==> config.mk <==
export PLATFORM = sky130hd
export DESIGN_NAME = mul_seq_ctrl
export DESIGN_NICKNAME = d
export VERILOG_FILES = /design/src/rtl/mul_seq_pkg.sv /design/src/rtl/mul_pipe.sv /design/src/rtl/mul_seq_ctrl.sv
export SDC_FILE = /design/constraint.sdc
export NUM_CORES = 1
export LEC_CHECK = 0
export CAP_MARGIN = 20
export CORE_MARGIN = 2
export CORE_UTILIZATION = 60
export CTS_CLUSTER_SIZE = 20
export DETAILED_ROUTE_END_ITERATION = 10
export PLACE_DENSITY = 0.84
export SLEW_MARGIN = 20
export SYNTH_ARGS = -nofsm -noshare
export SYNTH_HDL_FRONTEND = slang
export SYNTH_SLANG_ARGS = --single-unit
==> constraint.sdc <==
create_clock -name clk -period 8.09 [get_ports clk]
set_clock_uncertainty 0.05 [all_clocks]
set_input_delay 2.427 -clock clk [delete_from_list [all_inputs] [get_ports clk]]
set_output_delay 2.427 -clock clk [all_outputs]
set_load 0.01 [all_outputs]
==> src/rtl/mul_seq_pkg.sv <==
// Shared types and widths for the 16x32 multiply sequencer and its 16x16 multiplier.
package mul_seq_pkg;

    localparam int A_W    = 16;
    localparam int B_W    = 32;
    localparam int OUT_W  = 32;
    localparam int HALF_W = 16;

    typedef enum logic [2:0] {
        IDLE,
        ISSUE_LO,
        ISSUE_HI,
        WAIT,
        DONE
    } state_t;

    // The hi partial product lands 16 bits up; its top half falls off the 32-bit result.
    function automatic logic [OUT_W-1:0] hi_term(input logic [OUT_W-1:0] p);
        return {p[HALF_W-1:0], {HALF_W{1'b0}}};
    endfunction

endpackage

==> src/rtl/mul_pipe.sv <==
// Unsigned 16x16 multiplier with MUL_LAT output register stages and a resettable valid chain.
module mul_pipe
    import mul_seq_pkg::*;
#(
    parameter int MUL_LAT = 2
) (
    input  logic              clk,
    input  logic              rst_n,
    input  logic              in_valid,
    input  logic [HALF_W-1:0] in_a,
    input  logic [HALF_W-1:0] in_b,
    output logic              out_valid,
    output logic [OUT_W-1:0]  out_p
);

    logic [OUT_W-1:0]   prod_q [MUL_LAT];
    logic [MUL_LAT-1:0] vld_q;

    // Data stages stay unreset so the multiply and its pipeline registers pack into one DSP.
    always_ff @(posedge clk) begin
        prod_q[0] <= OUT_W'(in_a) * OUT_W'(in_b);
        for (int i = 1; i < MUL_LAT; i++) begin
            prod_q[i] <= prod_q[i-1];
        end
    end

    always_ff @(posedge clk or negedge rst_n) begin
        if (!rst_n) begin
            vld_q <= '0;
        end else begin
            vld_q[0] <= in_valid;
            for (int i = 1; i < MUL_LAT; i++) begin
                vld_q[i] <= vld_q[i-1];
            end
        end
    end

    assign out_valid = vld_q[MUL_LAT-1];
    assign out_p     = prod_q[MUL_LAT-1];

endmodule

==> src/rtl/mul_seq_ctrl.sv <==
// Computes (a*b) mod 2^32 for 16-bit a and 32-bit b by issuing two halves through one 16x16 multiplier.
//
// state    | meaning
// IDLE     | ready for a request; operands latched on accept
// ISSUE_LO | multiplier captures a * b[15:0]
// ISSUE_HI | multiplier captures a * b[31:16]
// WAIT     | accumulating products as they return, in issue order
// DONE     | result presented until the sink takes it
module mul_seq_ctrl
    import mul_seq_pkg::*;
#(
    parameter int MUL_LAT = 2,
    parameter int CNT_W   = 16
) (
    input  logic             clk,
    input  logic             rst_n,
    input  logic             req_valid,
    output logic             req_ready,
    input  logic [A_W-1:0]   req_a,
    input  logic [B_W-1:0]   req_b,
    output logic             rsp_valid,
    input  logic             rsp_ready,
    output logic [OUT_W-1:0] rsp_data,
    output logic             busy,
    output logic [CNT_W-1:0] op_count
);

    state_t              state;
    logic [A_W-1:0]      a_q;
    logic [HALF_W-1:0]   b_hi_q;
    logic [HALF_W-1:0]   mul_b;
    logic                mul_vld;
    logic                need_hi;
    logic                got_lo;
    logic [1:0]          ret_left;
    logic [OUT_W-1:0]    acc;
    logic                mul_out_valid;
    logic [OUT_W-1:0]    mul_out_p;

    mul_pipe #(.MUL_LAT(MUL_LAT)) u_mul (
        .clk       (clk),
        .rst_n     (rst_n),
        .in_valid  (mul_vld),
        .in_a      (a_q),
        .in_b      (mul_b),
        .out_valid (mul_out_valid),
        .out_p     (mul_out_p)
    );

    always_ff @(posedge clk or negedge rst_n) begin
        if (!rst_n) begin
            state     <= IDLE;
            req_ready <= 1'b1;
            rsp_valid <= 1'b0;
            busy      <= 1'b0;
            op_count  <= '0;
            acc       <= '0;
            a_q       <= '0;
            b_hi_q    <= '0;
            mul_b     <= '0;
            mul_vld   <= 1'b0;
            need_hi   <= 1'b0;
            got_lo    <= 1'b0;
            ret_left  <= '0;
        end else begin
            mul_vld <= 1'b0;
            case (state)
                IDLE: begin
                    if (req_valid) begin
                        a_q       <= req_a;
                        b_hi_q    <= req_b[B_W-1:HALF_W];
                        mul_b     <= req_b[HALF_W-1:0];
                        mul_vld   <= 1'b1;
                        need_hi   <= |req_b[B_W-1:HALF_W];
                        ret_left  <= (|req_b[B_W-1:HALF_W]) ? 2'd2 : 2'd1;
                        got_lo    <= 1'b0;
                        acc       <= '0;
                        req_ready <= 1'b0;
                        busy      <= 1'b1;
                        state     <= ISSUE_LO;
                    end
                end
                ISSUE_LO: begin
                    if (need_hi) begin
                        mul_b   <= b_hi_q;
                        mul_vld <= 1'b1;
                        state   <= ISSUE_HI;
                    end else begin
                        state <= WAIT;
                    end
                end
                // With a one-stage multiplier the lo product already returns during ISSUE_HI.
                ISSUE_HI, WAIT: begin
                    state <= WAIT;
                    if (mul_out_valid) begin
                        acc      <= got_lo ? acc + hi_term(mul_out_p) : acc + mul_out_p;
                        got_lo   <= 1'b1;
                        ret_left <= ret_left - 2'd1;
                        if (ret_left == 2'd1) begin
                            rsp_valid <= 1'b1;
                            state     <= DONE;
                        end
                    end
                end
                DONE: begin
                    if (rsp_ready) begin
                        op_count  <= op_count + CNT_W'(1);
                        rsp_valid <= 1'b0;
                        busy      <= 1'b0;
                        req_ready <= 1'b1;
                        state     <= IDLE;
                    end
                end
                default: begin
                    state     <= IDLE;
                    rsp_valid <= 1'b0;
                    busy      <= 1'b0;
                    req_ready <= 1'b1;
                end
            endcase
        end
    end

    assign rsp_data = acc;

endmodule

# Yosys cells after proc, flatten, opt, wreduce, memory -nomap -nowiden

Memory sizes are Yosys's and may differ from the RTL's.
Index checks and enable logic that the tools add are counted.

$add $sub $neg: 4
Multiply operators: 1
Eq/ne operators: 10
Mux-type cells: 31
Bitwise operators: 2
Reduce and logical (&&, ||, !) cells: 14

Operators by type and width:

| cell                  | count |
|---|---|
| $mux 32               | 3 |
| $add 32x32->32        | 2 |
| $pmux 32 s2           | 1 |
| $mul 16x16->32        | 1 |
| $mux 16               | 2 |
| $pmux 16 s2           | 1 |
| $add 16x1->16 const B | 1 |
| $reduce_or 16->1      | 1 |
| $mux 3                | 4 |
| $pmux 3 s4            | 1 |
| $mux 1                | 10 |
| $pmux 1 s3            | 3 |
| $reduce_and 3->1      | 3 |
| $ne 2x2->1 const B    | 4 |
| $eq 3x2->1 const B    | 2 |
| $mux 2                | 3 |
| $reduce_and 2->1      | 3 |
| $pmux 1 s2            | 2 |
| $pmux 2 s2            | 1 |
| $reduce_and 4->1      | 1 |
| $reduce_bool 2->1     | 2 |
| $reduce_or 2->1       | 2 |
| $eq 3x1->1 const B    | 1 |
| $eq 3x3->1 const B    | 1 |
| 6 further kinds       | 7 |

Flip-flop bits (word level): 109
RAM bits: 64
Input port bits: 52
Output and inout bits: 51
Word-level logic and storage cells: 77
Memories kept: 1

Memories:

| memory       | depth | width | rd ports | clocked after Yosys merged registers in | write ports | RTL line       | source |
|---|---|---|---|---|---|---|---|
| u_mul.prod_q | 2     | 32    | 2        | 0                                       | 2           | mul_pipe.sv:16 | `logic [OUT_W-1:0] prod_q [MUL_LAT];` |

# Depth between registers and ports, before layout

Gate-level depths: netlist of run 1.
An unclocked memory read counts as a cell.

Depth after elaboration: 5
Depth in mapped cells: 24
Mapped depth without buffers: 22

# Hierarchy

From an unflattened synthesis of run 1, not the netlist that was laid out.

Cells, all modules: 1853
Area total of the unflattened synthesis: 16847.4 sq um

By module, submodules not included:

| module       | instances | cells an instance | area an instance (sq um) | sequential area each (sq um) |
|---|---|---|---|---|
| mul_pipe     | 1         | 1083              | 10114.7                  | 1331.3 |
| mul_seq_ctrl | 1         | 770               | 6732.7                   | 2678.8 |

# Worst setup path after synthesis of run 1

No wires, ideal clock.

Path type: reg2reg
From: register mul_b[1]
To: memory u_mul.prod_q[0][31]
Library setup time: 0.072 ns
Arrival: 5.714 ns
Data required time: 7.968 ns
Path slack: 2.254 ns
Cell stages (with the launch flop): 22
Buffers on the path: 1
Clock period less this slack: 5.836 ns
Cells stage by stage: dfrtp_1 clkbuf_1 nand2_1 fa_1 fa_1 fa_1 inv_1 fa_1 fa_1 inv_1 fa_1 inv_1 ha_1 a21o_1 a21o_1 a21o_1 a22oi_1 o2111ai_1 a31oi_1 o21ai_0 a21oi_1 xnor2_1

RTL lines:

| item                   | RTL line           | source |
|---|---|---|
| from (decl)            | mul_seq_ctrl.sv:31 | `logic [HALF_W-1:0] mul_b;` |
| from (signal assigned) | mul_seq_ctrl.sv:72 | `mul_b <= req_b[HALF_W-1:0];` |
| from (signal assigned) | mul_seq_ctrl.sv:85 | `mul_b <= b_hi_q;` |
| to (decl)              | mul_pipe.sv:16     |  |

==> results of run 1 <==
## cells in the mapped netlist, drive strengths merged, types with 3 or more instances
cell / n / area [sq um]
nand4: 6 / 37.5
o221ai: 10 / 87.6
inv: 241 / 905
dfxtp: 64 / 1280
nor4: 4 / 25.0
o21bai: 9 / 67.6
or2: 3 / 18.8
nand3: 16 / 85.1
a22oi: 3 / 22.5
ha: 152 / 1900
o21ai: 73 / 392
and3: 10 / 67.6
fa: 196 / 3920
a21oi: 63 / 319
nor2b: 5 / 31.3
clkbuf: 55 / 206
o211ai: 7 / 52.6
o2111ai: 4 / 35.0
xnor2: 54 / 473
nand2b: 9 / 56.3
nor3: 13 / 65.1
mux2i: 16 / 160
o21a: 7 / 53.8
buf: 7 / 32.5
a211oi: 11 / 97.6
xor2: 30 / 263
a22o: 5 / 43.8
a21o: 38 / 285
or3: 3 / 18.8
dfrtp: 108 / 2700
a211o: 7 / 61.3
a31oi: 7 / 65.1
nand2: 316 / 1190
and2: 124 / 776
nor2: 44 / 168
## cell usage in the layout, fill, tap and decap left out, drive strengths merged, types with 3 or more instances in the layout
cell | netlist | final
a21o | 38 | 38
nor2b | 5 | 5
a31oi | 7 | 7
xor2 | 30 | 30
o211ai | 7 | 7
a22o | 5 | 5
o2111ai | 4 | 4
o21ai | 73 | 73
nor4 | 4 | 4
a211o | 7 | 7
nand3 | 16 | 16
nand4 | 6 | 6
buf | 7 | 7
clkbuf | 55 | 17
or3 | 3 | 3
a21oi | 63 | 63
and2 | 124 | 124
mux2i | 16 | 16
nand2 | 316 | 316
o21bai | 9 | 9
xnor2 | 54 | 54
o221ai | 10 | 10
dfrtp | 108 | 108
dfxtp | 64 | 64
o21a | 7 | 7
or2 | 3 | 3
nor2 | 44 | 44
a22oi | 3 | 3
nor3 | 13 | 13
nand2b | 9 | 9
inv | 241 | 247
clkdlybuf4s50 | 0 | 101
ha | 152 | 152
a211oi | 11 | 11
and3 | 10 | 10
clkinv | 0 | 7
fa | 196 | 196
## registers in the layout, summed over array words and instances (netlist names)
signal and cells:
b_hi_q 16, state 3, u_mul.vld_q 2, rsp_valid 1, busy 1, got_lo 1, a_q 16, rsp_data 32
ret_left 2, op_count 16, mul_vld 1, mul_b 16, u_mul.prod_q 64, need_hi 1, req_ready 1
## power by group through the flow
| stage | Sequential (uW) | Combinational (uW) | Clock [uW] |
|---|---|---|---|
| floorplan | 1170 | 1320 | 0 |
| global placement | 1280 | 1660 | 0 |
| detailed placement | 1290 | 1710 | 0 |
| CTS | 1270 | 1730 | 860 |
| global route | 1290 | 1960 | 887 |
| finish | 1270 | 1740 | 847 |
## path summary, 6_finish.rpt
kind                            depth (start not counted)  slack, ns                           to
worst max-delay path                                   20       1.62  u_mul.prod_q[0][31]$_DFF_P_
worst min-delay path                                    0       0.27  u_mul.prod_q[0][38]$_DFF_P_
worst max register to register                         20       1.62  u_mul.prod_q[0][31]$_DFF_P_
worst min register to register                          0       0.27  u_mul.prod_q[0][38]$_DFF_P_
max in group asynchronous                               2       4.78          a_q[15]$_DFFE_PN0P_
min in group asynchronous                               1       1.94     rsp_data[23]$_DFFE_PN0P_
## kinds of logic (layout without fill, tap and decap cells)
group           after synthesis  in the layout  synth area share [%]
simple gates                560            560                  16.0
fa+ha+maj                   348            348                  35.8
buf+inv                     303            381                  7.02
compound gates              263            263                  10.9
flops                       173            173                  24.6
xor+xnor                     84             84                  4.52
mux                          18             18                  1.12
## per-stage QoR
step	instances	total power [uW]	utilization, %	hold WS [ns]
6_report	2168	3860	67.8	0.267
5_1_grt	2168	4140	67.8	0.269
4_1_cts	2168	3860	67.8	0.268
3_5_place_dp	2136	3000	65.5	0.262
3_3_place_gp	2136	2940	65.4	0.260
2_1_floorplan	1749	2490	-	0.260
## per-layer routing
layer | share of wire [%] | routed length (microns)
met3 | 5.8 | 2190
met1 | 43 | 16100
met4 | 1.7 | 657
met5 | 0 | 0
met2 | 50 | 18600
## worst max-delay path, delay by kind of cell (launching register included)
kind / cells / cell delay (ns)
buf+inv: 3 / 0.16
compound gates: 8 / 1.75
fa+ha+maj: 7 / 3.37
flops: 1 / 0.75
simple gates: 1 / 0.18
xor+xnor: 1 / 0.14
## cell type report
type | instances | area share, %
Clock buffer | 17 | 2.34
Tap cell | 341 | 2.35
Multi-Input combinational cell | 1273 | 61.4
Clock inverter | 15 | 1.04
Sequential cell | 173 | 22.1
Timing Repair Buffer | 108 | 5.86
Inverter | 241 | 4.98
==> qor.log, run 1 <==
qor: status.run_status finished clean
qor: cts.cts_buffers 17
qor: pwr.vdd.ir_drop.worst 0.178 mV
qor: critical_path.worst-path-max-fanout 17
qor: synthesis.synth_cells 1,749
qor: floorplanning.chipWidth 169 microns
qor: floorplanning.die_height 169 microns
qor: pwr.p_comb_share 45.1%
qor: place.detailedPlace.worstSlack 1.62 ns
qor: cts.holdBufCountCts 0
qor: layout.antenna_cells_inserted 0
qor: sta.timing.final.max_slew_violations 0
qor: floorplanning.std_cell_rows 60
qor: layout.syn_to_final_growth 11.5%
qor: worst_hold_path.hold_path_startpoint u_mul.prod_q[0][6]$_DFF_P_
qor: synthesis.synth_area_per_cell 9.31 sq um
qor: synthesis.cell_area_after_synthesis 0.0163 sq mm
qor: critical_path.critical-path-slowest-cell dfrtp_1
qor: floorplanning.io-pin-count 103
qor: pwr.power_switching 1620 uW
qor: place.routabilityCongestion 0.935
qor: critical_path.path_common_cell fa_1
qor: route.drc_errors 0
qor: cts.clk_pin_slew 0.08 ns
qor: grt.grt_usage 27.3%
qor: sta.final.min_clock_period 6.47 ns
qor: pwr.p_seq_share 33.0%
qor: grt.met1_usage 35.7%
qor: grt.gr_util_met2 47.5%
qor: route.dr_vias_cell 5.65
qor: synthesis.ys_seq_area_share 24.6%
qor: sta.final-setup-viol-count 0
qor: layout.multiInputGateArea 0.0111 sq mm
qor: layout.layout.cell_area.non_filler 0.0182 sq mm
qor: critical_path.maximum_single_stage_delay_on_the_critical_path 0.75 ns
qor: route.antenna_left 0
qor: cts.clock_tree.buffer_depth 2
qor: place.post_dp_cell_area 0.0175 sq mm
qor: route.dr_total_vias 12,259
qor: grt.grt_pass1_wl 62,200 microns
qor: route.first_pass_iters 5
qor: worst_hold_path.hold_class reg2reg
qor: place.number_of_buffer_cells_added_on_primary_ports 102
qor: cts.clk-insertion-delay-late 0.44 ns
qor: sta.worst_slack 1.62 ns
qor: floorplanning.core_area 0.0268 sq mm
qor: sta.final_min_period_over_clock_period 80.0%
qor: flow_run.maxCapViolCount 0
qor: synthesis.syn_nets 2,149
qor: cts.clock_tree.root_cell clkbuf_16
qor: sta.max_freq 0.154 GHz
qor: layout.num-nets-final 2,214
qor: cts.post_cts.repair.setup_buffers 0
qor: synthesis.synth_cell_types 69
qor: route.avgRoutedWirePerCell 17.3 microns
qor: grt.first_global_vias 12,650
qor: critical_path.worst-endpoint-arrival 6.79 ns
qor: pwr.power.clock.fraction 21.9%
qor: layout.regArea 0.00401 sq mm
qor: critical_path.timing.critical_path.from_type flip-flop
qor: critical_path.path_class reg2reg
qor: floorplanning.design.die.area 0.0285 sq mm
qor: synthesis.ys_seq_elements 173
qor: grt.antenna_violations_before_repair 0
qor: layout.drive_gt1_share 3.72%
qor: pwr.p_leak 0.00913 uW
qor: cts.clock-sinks 173
qor: synthesis.yosys_warnings 0
qor: cts.cts-resized-gates 0
qor: sta.fin_setup_tns 0 ns
qor: critical_path.critical_path.reg2reg.startpoint mul_b[1]$_DFFE_PN0P_
qor: sta.slew_headroom 32.0%
qor: synthesis.synth_top_flop_cell dfrtp_1
qor: synthesis.fraction_of_registers_with_async_set_or_reset_after_synthesis 63.0%
qor: layout.num-fill-cells 2,073
qor: grt.largest_net_degree_at_the_start_of_global_routing 63
qor: route.totalWireLength 37,600 microns
qor: cts.tritoncts_clock_tree yes
qor: floorplanning.initial_core_util 60.8%
qor: critical_path.crit_path_cell_trace nand2_1 -> fa_1 -> fa_1 -> fa_1 -> inv_1 -> fa_1 -> fa_1 -> inv_1 -> fa_1 -> inv_1 -> ha_1 -> a21o_1 -> a21o_1 -> a21o_1 -> a22oi_1 -> o2111ai_1 -> a31oi_1 -> o21ai_0 -> a21oi_1 -> xnor2_1
qor: critical_path.endpoint_kind flip-flop
qor: pwr.power.switching_fraction 41.8%
qor: synthesis.count_of_flip_flops_with_a_built_in_enable_after_synthesis 0
qor: route.number_of_drc_markers_after_the_initial_detailed_route_iteration 803
qor: critical_path.cp-startpoint mul_b[1]$_DFFE_PN0P_
qor: cts.h_tree_depth 4
qor: sta.rsz0062_at_grt false
qor: place.hpwlAfterDp 29,300 microns
qor: pwr.power_report.internal_total 2240 uW
qor: sta.hold_viol 0
qor: pwr.power_per_cell_area 213 mW/mm^2
qor: sta.tightest_slew 1.02 ns
qor: grt.busiest_layer met2
qor: grt.remaining_overflow_grt 0
qor: critical_path.required 8.40 ns
qor: grt.grt.met3_usage 4.30%
Power figures use the tool's default switching activity.
==> run 2: changes to the inputs <==
--- a/config.mk
+++ b/config.mk
@@ -7,10 +7,10 @@
 export LEC_CHECK = 0
 export CAP_MARGIN = 20
 export CORE_MARGIN = 2
-export CORE_UTILIZATION = 60
+export CORE_UTILIZATION = 56
 export CTS_CLUSTER_SIZE = 20
 export DETAILED_ROUTE_END_ITERATION = 10
-export PLACE_DENSITY = 0.84
+export PLACE_DENSITY = 0.82
 export SLEW_MARGIN = 20
 export SYNTH_ARGS = -nofsm -noshare
 export SYNTH_HDL_FRONTEND = slang
==> constraint.sdc (replaced) <==
create_clock -name clk -period 5.3 [get_ports clk]
set_clock_uncertainty 0.05 [all_clocks]
set_input_delay 1.59 -clock clk [delete_from_list [all_inputs] [get_ports clk]]
set_output_delay 1.59 -clock clk [all_outputs]
set_load 0.01 [all_outputs]
==> qor.log, run 2 (same netlist as run 1, synthesis figures left out) <==
qor: pwr.p_seq_share 28.6%
qor: critical_path.timing.rr.end u_mul.prod_q[0][25]$_DFF_P_
qor: worst_hold_path.holdPathEnd u_mul.prod_q[0][59]$_DFF_P_
qor: critical_path.maximum_single_stage_delay_on_the_critical_path 0.53 ns
qor: layout.antenna_cells_inserted 0
qor: route.drc_errors 0
qor: floorplanning.chipWidth 175 microns
qor: cts.cts_buffers 17
qor: critical_path.worst-endpoint-arrival 6.13 ns
qor: critical_path.worst-r2r-cell-count 22
qor: layout.drive_gt1_share 14.4%
qor: cts.h_tree_depth 4
qor: floorplanning.io-pin-count 103
qor: sta.rsz0062_at_grt true
qor: critical_path.path_common_cell fa_1
qor: grt.grt_usage 27.7%
qor: sta.worst_hold_slack 0.271 ns
qor: floorplanning.core_area 0.0287 sq mm
qor: route.dr_vias_cell 5.62
qor: floorplanning.die_height 175 microns
qor: sta.tightest_slew 1.07 ns
qor: critical_path.critical_path.reg2reg.startpoint mul_b[4]$_DFFE_PN0P_
qor: route.number_of_drc_markers_after_the_initial_detailed_route_iteration 986
qor: layout.num-nets-final 2,349
qor: floorplanning.initial_core_util 56.7%
qor: place.hpwlAfterDp 31,500 microns
qor: status.run_status finished with violations
qor: sta.worst_slack -0.502 ns
qor: layout.regArea 0.00403 sq mm
qor: sta.fin_setup_tns -6.00 ns
qor: critical_path.critical-path-slowest-cell fa_1
qor: cts.clk-insertion-delay-late 0.45 ns
qor: place.number_of_buffer_cells_added_on_primary_ports 102
qor: critical_path.critical_path.top_delay_family adder cells
qor: worst_hold_path.hold-path-cell-count 0
qor: pwr.p_comb_share 50.9%
qor: grt.antenna_violations_before_repair 0
qor: pwr.power.clock.fraction 20.5%
qor: critical_path.timing.critical_path.from_type flip-flop
qor: grt.largest_net_degree_at_the_start_of_global_routing 110
qor: route.first_pass_iters 7
qor: route.dr_total_vias 13,186
qor: grt.grt_pass1_wl 67,300 microns
qor: worst_hold_path.hold_path_startpoint u_mul.prod_q[0][27]$_DFF_P_
qor: grt.first_global_vias 13,874
qor: layout.syn_to_final_growth 20.6%
qor: place.routabilityCongestion 1.02
qor: pwr.power_report.internal_total 3790 uW
qor: floorplanning.std_cell_rows 62
qor: cts.clock_tree.buffer_depth 2
qor: layout.final_util 68.4%
qor: critical_path.endpoint_kind flip-flop
qor: layout.layout_commonest_cell nand2_1
qor: critical_path.worst-path-max-fanout 7
qor: pwr.power_switching 2720 uW
qor: critical_path.crit_buf_inv 7
qor: critical_path.path_class reg2reg
qor: route.antenna_left 0
qor: critical_path.required 5.62 ns
qor: sta.final.min_clock_period 5.80 ns
qor: pwr.power.switching_fraction 41.8%
qor: pwr.vdd.ir_drop.worst 0.319 mV
qor: floorplanning.design.die.area 0.0305 sq mm
qor: route.totalWireLength 42,600 microns
qor: cts.tritoncts_clock_tree yes
qor: grt.remaining_overflow_grt 0
qor: sta.max_freq 0.172 GHz
qor: flow_run.maxCapViolCount 0
qor: layout.top_register u_mul.prod_q
qor: layout.multiInputGateArea 0.0115 sq mm
qor: cts.clk_pin_slew 0.07 ns
qor: status.failing_checks setup timing
qor: cts.clock_tree.root_cell clkbuf_16
qor: layout.mostFrequentLayoutCells nand2_1, inv_1, fa_1, ha_1, buf_4
qor: layout.num-fill-cells 2,092
qor: sta.hold_viol 0
qor: sta.timing.final.max_slew_violations 0
qor: pwr.p_leak 0.00985 uW
qor: critical_path.crit_path_cell_trace buf_6 -> buf_4 -> and2_1 -> fa_1 -> inv_1 -> fa_1 -> fa_1 -> inv_1 -> fa_1 -> fa_1 -> inv_1 -> fa_1 -> inv_1 -> ha_4 -> nand4_1 -> inv_1 -> a22oi_2 -> o2111ai_4 -> and3_4 -> o21a_1 -> nor2_2 -> xnor2_1
qor: pwr.power_per_cell_area 332 mW/mm^2
qor: route.avgRoutedWirePerCell 18.2 microns
qor: sta.final-setup-viol-count 16
qor: critical_path.cp-startpoint mul_b[4]$_DFFE_PN0P_
qor: layout.layout.cell_area.non_filler 0.0196 sq mm
qor: cts.clock-sinks 173
qor: place.post_dp_cell_area 0.0185 sq mm
qor: worst_hold_path.hold_class reg2reg
qor: sta.final_min_period_over_clock_period 109%
qor: layout.largest_reg_flops 64
qor: critical_path.rrSetupSlack -0.50 ns
qor: sta.slew_headroom 28.5%
## run 2: worst max-delay path by stage
stage / endpoint / slack [ns] / cells after the start
after global placement: u_mul.prod_q[0][26]$_DFF_P_ / -0.38 / 21
after global routing: u_mul.prod_q[0][25]$_DFF_P_ / -0.70 / 21
final: u_mul.prod_q[0][25]$_DFF_P_ / -0.50 / 22
after CTS: u_mul.prod_q[0][31]$_DFF_P_ / -0.36 / 21
after floorplan: u_mul.prod_q[0][26]$_DFF_P_ / -0.25 / 21
after detailed placement: u_mul.prod_q[0][29]$_DFF_P_ / -0.63 / 21
## run 2: what timing repair did
item                       4_1_cts  5_1_grt
cloned                           0        0
resized for setup               60       35
setup endpoints to repair       16       19
pin swaps                       19       19
setup buffers                   17       10
hold buffers                     0        0
## run 2: metal layers
metal	vias to the layer above	track usage, %	wire, microns
met5	-	0	0
met4	0	13.8	2360
met3	169	3.92	2440
met2	564	48.2	21200
met1	6428	33.7	16600
li1	6025	-	-
## run 2: area by class of cell
class | instances | area share (%)
Clock buffer | 17 | 2.17
Clock inverter | 15 | 0.943
Inverter | 241 | 4.61
Multi-Input combinational cell | 1273 | 58.4
Sequential cell | 173 | 20.5
Tap cell | 384 | 2.45
Timing Repair Buffer | 243 | 10.9
## run 2: worst register-to-register path: cells and delay by family (launching register included)
kind	cells	cell delay, ns
buffers and inverters	7	0.75
flip-flops	1	0.46
XOR/XNOR	1	0.12
adder cells (fa/ha/maj)	7	3.18
AND/OR/NAND/NOR	4	0.61
AO/OA/AOI/OAI	3	0.58
## run 2: per-stage QoR
step / std cells / setup WS [ns] / power, uW
2_1_floorplan: 1749 / -0.246 / 3850
3_3_place_gp: 2289 / -0.382 / 4710
3_5_place_dp: 2289 / -0.629 / 4850
4_1_cts: 2338 / -0.362 / 6300
5_1_grt: 2346 / -0.695 / 6930
6_report: 2346 / -0.502 / 6510
## run 2: power by group through the flow
stage	Clock, uW	Combinational [uW]	Sequential [uW]
after floorplan	0	2060	1790
after global placement	0	2840	1870
after detailed placement	0	2980	1880
after CTS	1340	3110	1850
after global routing	1410	3640	1890
final	1330	3320	1860
==> run 3: changes to the inputs <==
--- a/config.mk
+++ b/config.mk
@@ -11,7 +11,7 @@
 export CTS_CLUSTER_SIZE = 20
 export DETAILED_ROUTE_END_ITERATION = 10
 export PLACE_DENSITY = 0.82
-export SLEW_MARGIN = 20
+export SLEW_MARGIN = 25
 export SYNTH_ARGS = -nofsm -noshare
 export SYNTH_HDL_FRONTEND = slang
 export SYNTH_SLANG_ARGS = --single-unit
==> qor.log, run 3 (same netlist as run 1, synthesis figures left out) <==
qor: status.run_status finished with violations
qor: status.failing_checks setup timing
qor: critical_path.timing.critical_path.from_type flip-flop
qor: sta.max_freq 0.173 GHz
qor: cts.clk_pin_slew 0.07 ns
qor: route.totalWireLength 42,700 microns
qor: layout.drive_gt1_share 14.5%
qor: cts.cts_buffers 17
qor: grt.antenna_violations_before_repair 0
qor: critical_path.crit_buf_inv 7
qor: critical_path.endpoint_kind flip-flop
qor: route.antenna_left 0
qor: critical_path.critical_path.reg2reg.startpoint mul_b[4]$_DFFE_PN0P_
qor: critical_path.path_class reg2reg
qor: floorplanning.initial_core_util 56.7%
qor: critical_path.worst-endpoint-arrival 6.12 ns
qor: sta.hold_viol 0
qor: critical_path.required 5.62 ns
qor: layout.layout_commonest_cell nand2_1
qor: sta.rsz0062_at_grt true
qor: layout.largest_reg_flops 64
qor: critical_path.rrSetupSlack -0.49 ns
qor: sta.worst_hold_slack 0.272 ns
qor: cts.h_tree_depth 4
qor: sta.slew_headroom 34.1%
qor: sta.final-setup-viol-count 16
qor: critical_path.worst-path-max-fanout 7
qor: layout.regArea 0.00403 sq mm
qor: cts.tritoncts_clock_tree yes
qor: sta.timing.final.max_slew_violations 0
qor: place.number_of_buffer_cells_added_on_primary_ports 102
qor: place.hpwlAfterDp 31,500 microns
qor: grt.grt_pass1_wl 67,300 microns
qor: worst_hold_path.hold_class reg2reg
qor: pwr.vdd.ir_drop.worst 0.315 mV
qor: worst_hold_path.hold-path-cell-count 0
qor: floorplanning.design.die.area 0.0305 sq mm
qor: layout.mostFrequentLayoutCells nand2_1, inv_1, fa_1, ha_1, buf_4
qor: cts.clock_tree.buffer_depth 2
qor: pwr.p_leak 0.00985 uW
qor: flow_run.maxCapViolCount 0
qor: sta.worst_slack -0.495 ns
qor: floorplanning.die_height 175 microns
qor: pwr.power_per_cell_area 331 mW/mm^2
qor: place.routabilityCongestion 1.02
qor: grt.remaining_overflow_grt 0
qor: route.dr_vias_cell 5.63
qor: layout.top_register u_mul.prod_q
qor: layout.num-fill-cells 2,091
qor: critical_path.worst-r2r-cell-count 22
qor: critical_path.path_common_cell fa_1
qor: critical_path.maximum_single_stage_delay_on_the_critical_path 0.53 ns
qor: floorplanning.std_cell_rows 62
qor: route.first_pass_iters 7
qor: floorplanning.chipWidth 175 microns
qor: route.drc_errors 0
qor: critical_path.timing.rr.end u_mul.prod_q[0][25]$_DFF_P_
qor: critical_path.critical-path-slowest-cell fa_1
qor: critical_path.crit_path_cell_trace buf_6 -> buf_4 -> and2_1 -> fa_1 -> inv_1 -> fa_1 -> fa_1 -> inv_1 -> fa_1 -> fa_1 -> inv_1 -> fa_1 -> inv_1 -> ha_4 -> nand4_1 -> inv_1 -> a22oi_2 -> o2111ai_4 -> and3_4 -> o21a_1 -> nor2_2 -> xnor2_1
qor: layout.multiInputGateArea 0.0115 sq mm
qor: route.avgRoutedWirePerCell 18.2 microns
qor: floorplanning.core_area 0.0287 sq mm
qor: grt.largest_net_degree_at_the_start_of_global_routing 110
qor: cts.clk-insertion-delay-late 0.45 ns
qor: sta.final.min_clock_period 5.79 ns
qor: grt.grt_usage 27.7%
qor: cts.clock_tree.root_cell clkbuf_16
qor: worst_hold_path.holdPathEnd u_mul.prod_q[0][59]$_DFF_P_
qor: layout.num-nets-final 2,349
qor: layout.syn_to_final_growth 20.6%
qor: floorplanning.io-pin-count 103
qor: cts.clock-sinks 173
qor: cts.holdBufCountCts 0
qor: grt.first_global_vias 13,874
qor: sta.final_min_period_over_clock_period 109%
qor: route.dr_total_vias 13,207
qor: critical_path.critical_path.top_delay_family adder cells
qor: sta.tightest_slew 0.989 ns
qor: worst_hold_path.hold_path_startpoint u_mul.prod_q[0][27]$_DFF_P_
qor: layout.antenna_cells_inserted 0
qor: place.detailedPlace.worstSlack -0.629 ns
qor: route.number_of_drc_markers_after_the_initial_detailed_route_iteration 898
-- run 3: power by group --
| group | internal, uW | switching (uW) | total, uW |
|---|---|---|---|
| logic | 1520 | 1790 | 3310 |
| registers | 1590 | 272 | 1860 |
| clock network | 683 | 650 | 1330 |
| total | 3790 | 2710 | 6510 |
-- run 3: what timing repair did --
item,CTS,global route
hold endpoints to repair,0,0
resized for setup,60,35
endpoints found under the setup margin,16,19
buffers inserted,17,10
pin swaps,19,19
-- run 3: worst reg2reg max path: cells and delay by family (launching register included) --
family	cells	cell delay, ns
fa+ha+maj	7	3.19
compound gates	3	0.59
simple gates	4	0.61
buf+inv	7	0.75
flops	1	0.46
xor+xnor	1	0.12
-- run 3: cell type report --
type | count | area share [%]
Clock buffer | 17 | 2.17
Sequential cell | 173 | 20.5
Inverter | 241 | 4.61
Timing Repair Buffer | 243 | 10.9
Multi-Input combinational cell | 1273 | 58.4
Tap cell | 384 | 2.45
Clock inverter | 15 | 0.943
-- run 3: worst max path at each step --
stage	to	slack, ns	depth (start not counted)	startpoint
after floorplan	u_mul.prod_q[0][26]$_DFF_P_	-0.25	21	mul_b[4]$_DFFE_PN0P_
after global placement	u_mul.prod_q[0][26]$_DFF_P_	-0.38	21	a_q[7]$_DFFE_PN0P_
after detailed placement	u_mul.prod_q[0][29]$_DFF_P_	-0.63	21	a_q[7]$_DFFE_PN0P_
after CTS	u_mul.prod_q[0][31]$_DFF_P_	-0.36	21	mul_b[4]$_DFFE_PN0P_
after global routing	u_mul.prod_q[0][25]$_DFF_P_	-0.70	21	mul_b[8]$_DFFE_PN0P_
final	u_mul.prod_q[0][25]$_DFF_P_	-0.49	22	mul_b[4]$_DFFE_PN0P_
-- run 3: metrics by stage --
step / util [%] / instances / total power, uW / TNS [ns] / instance area [sq um]
3_3_place_gp: 64.5 / 2289 / 4710 / -3.41 / 18500
2_1_floorplan: - / 1749 / 3850 / -1.39 / 16400
6_report: 68.4 / 2346 / 6510 / -5.98 / 19600
4_1_cts: 67.7 / 2338 / 6300 / -3.56 / 19400
3_5_place_dp: 64.5 / 2289 / 4850 / -5.60 / 18500
5_1_grt: 68.4 / 2346 / 6930 / -9.03 / 19600
-- run 3: layer usage --
layer,track usage [%],up-vias,wire (microns),part of all wire (%)
met5,0,-,0,0
met4,13.8,0,2410,5.6
met3,3.92,165,2440,5.7
met2,48.2,570,21200,50
met1,33.7,6444,16700,39
li1,-,6028,-,-
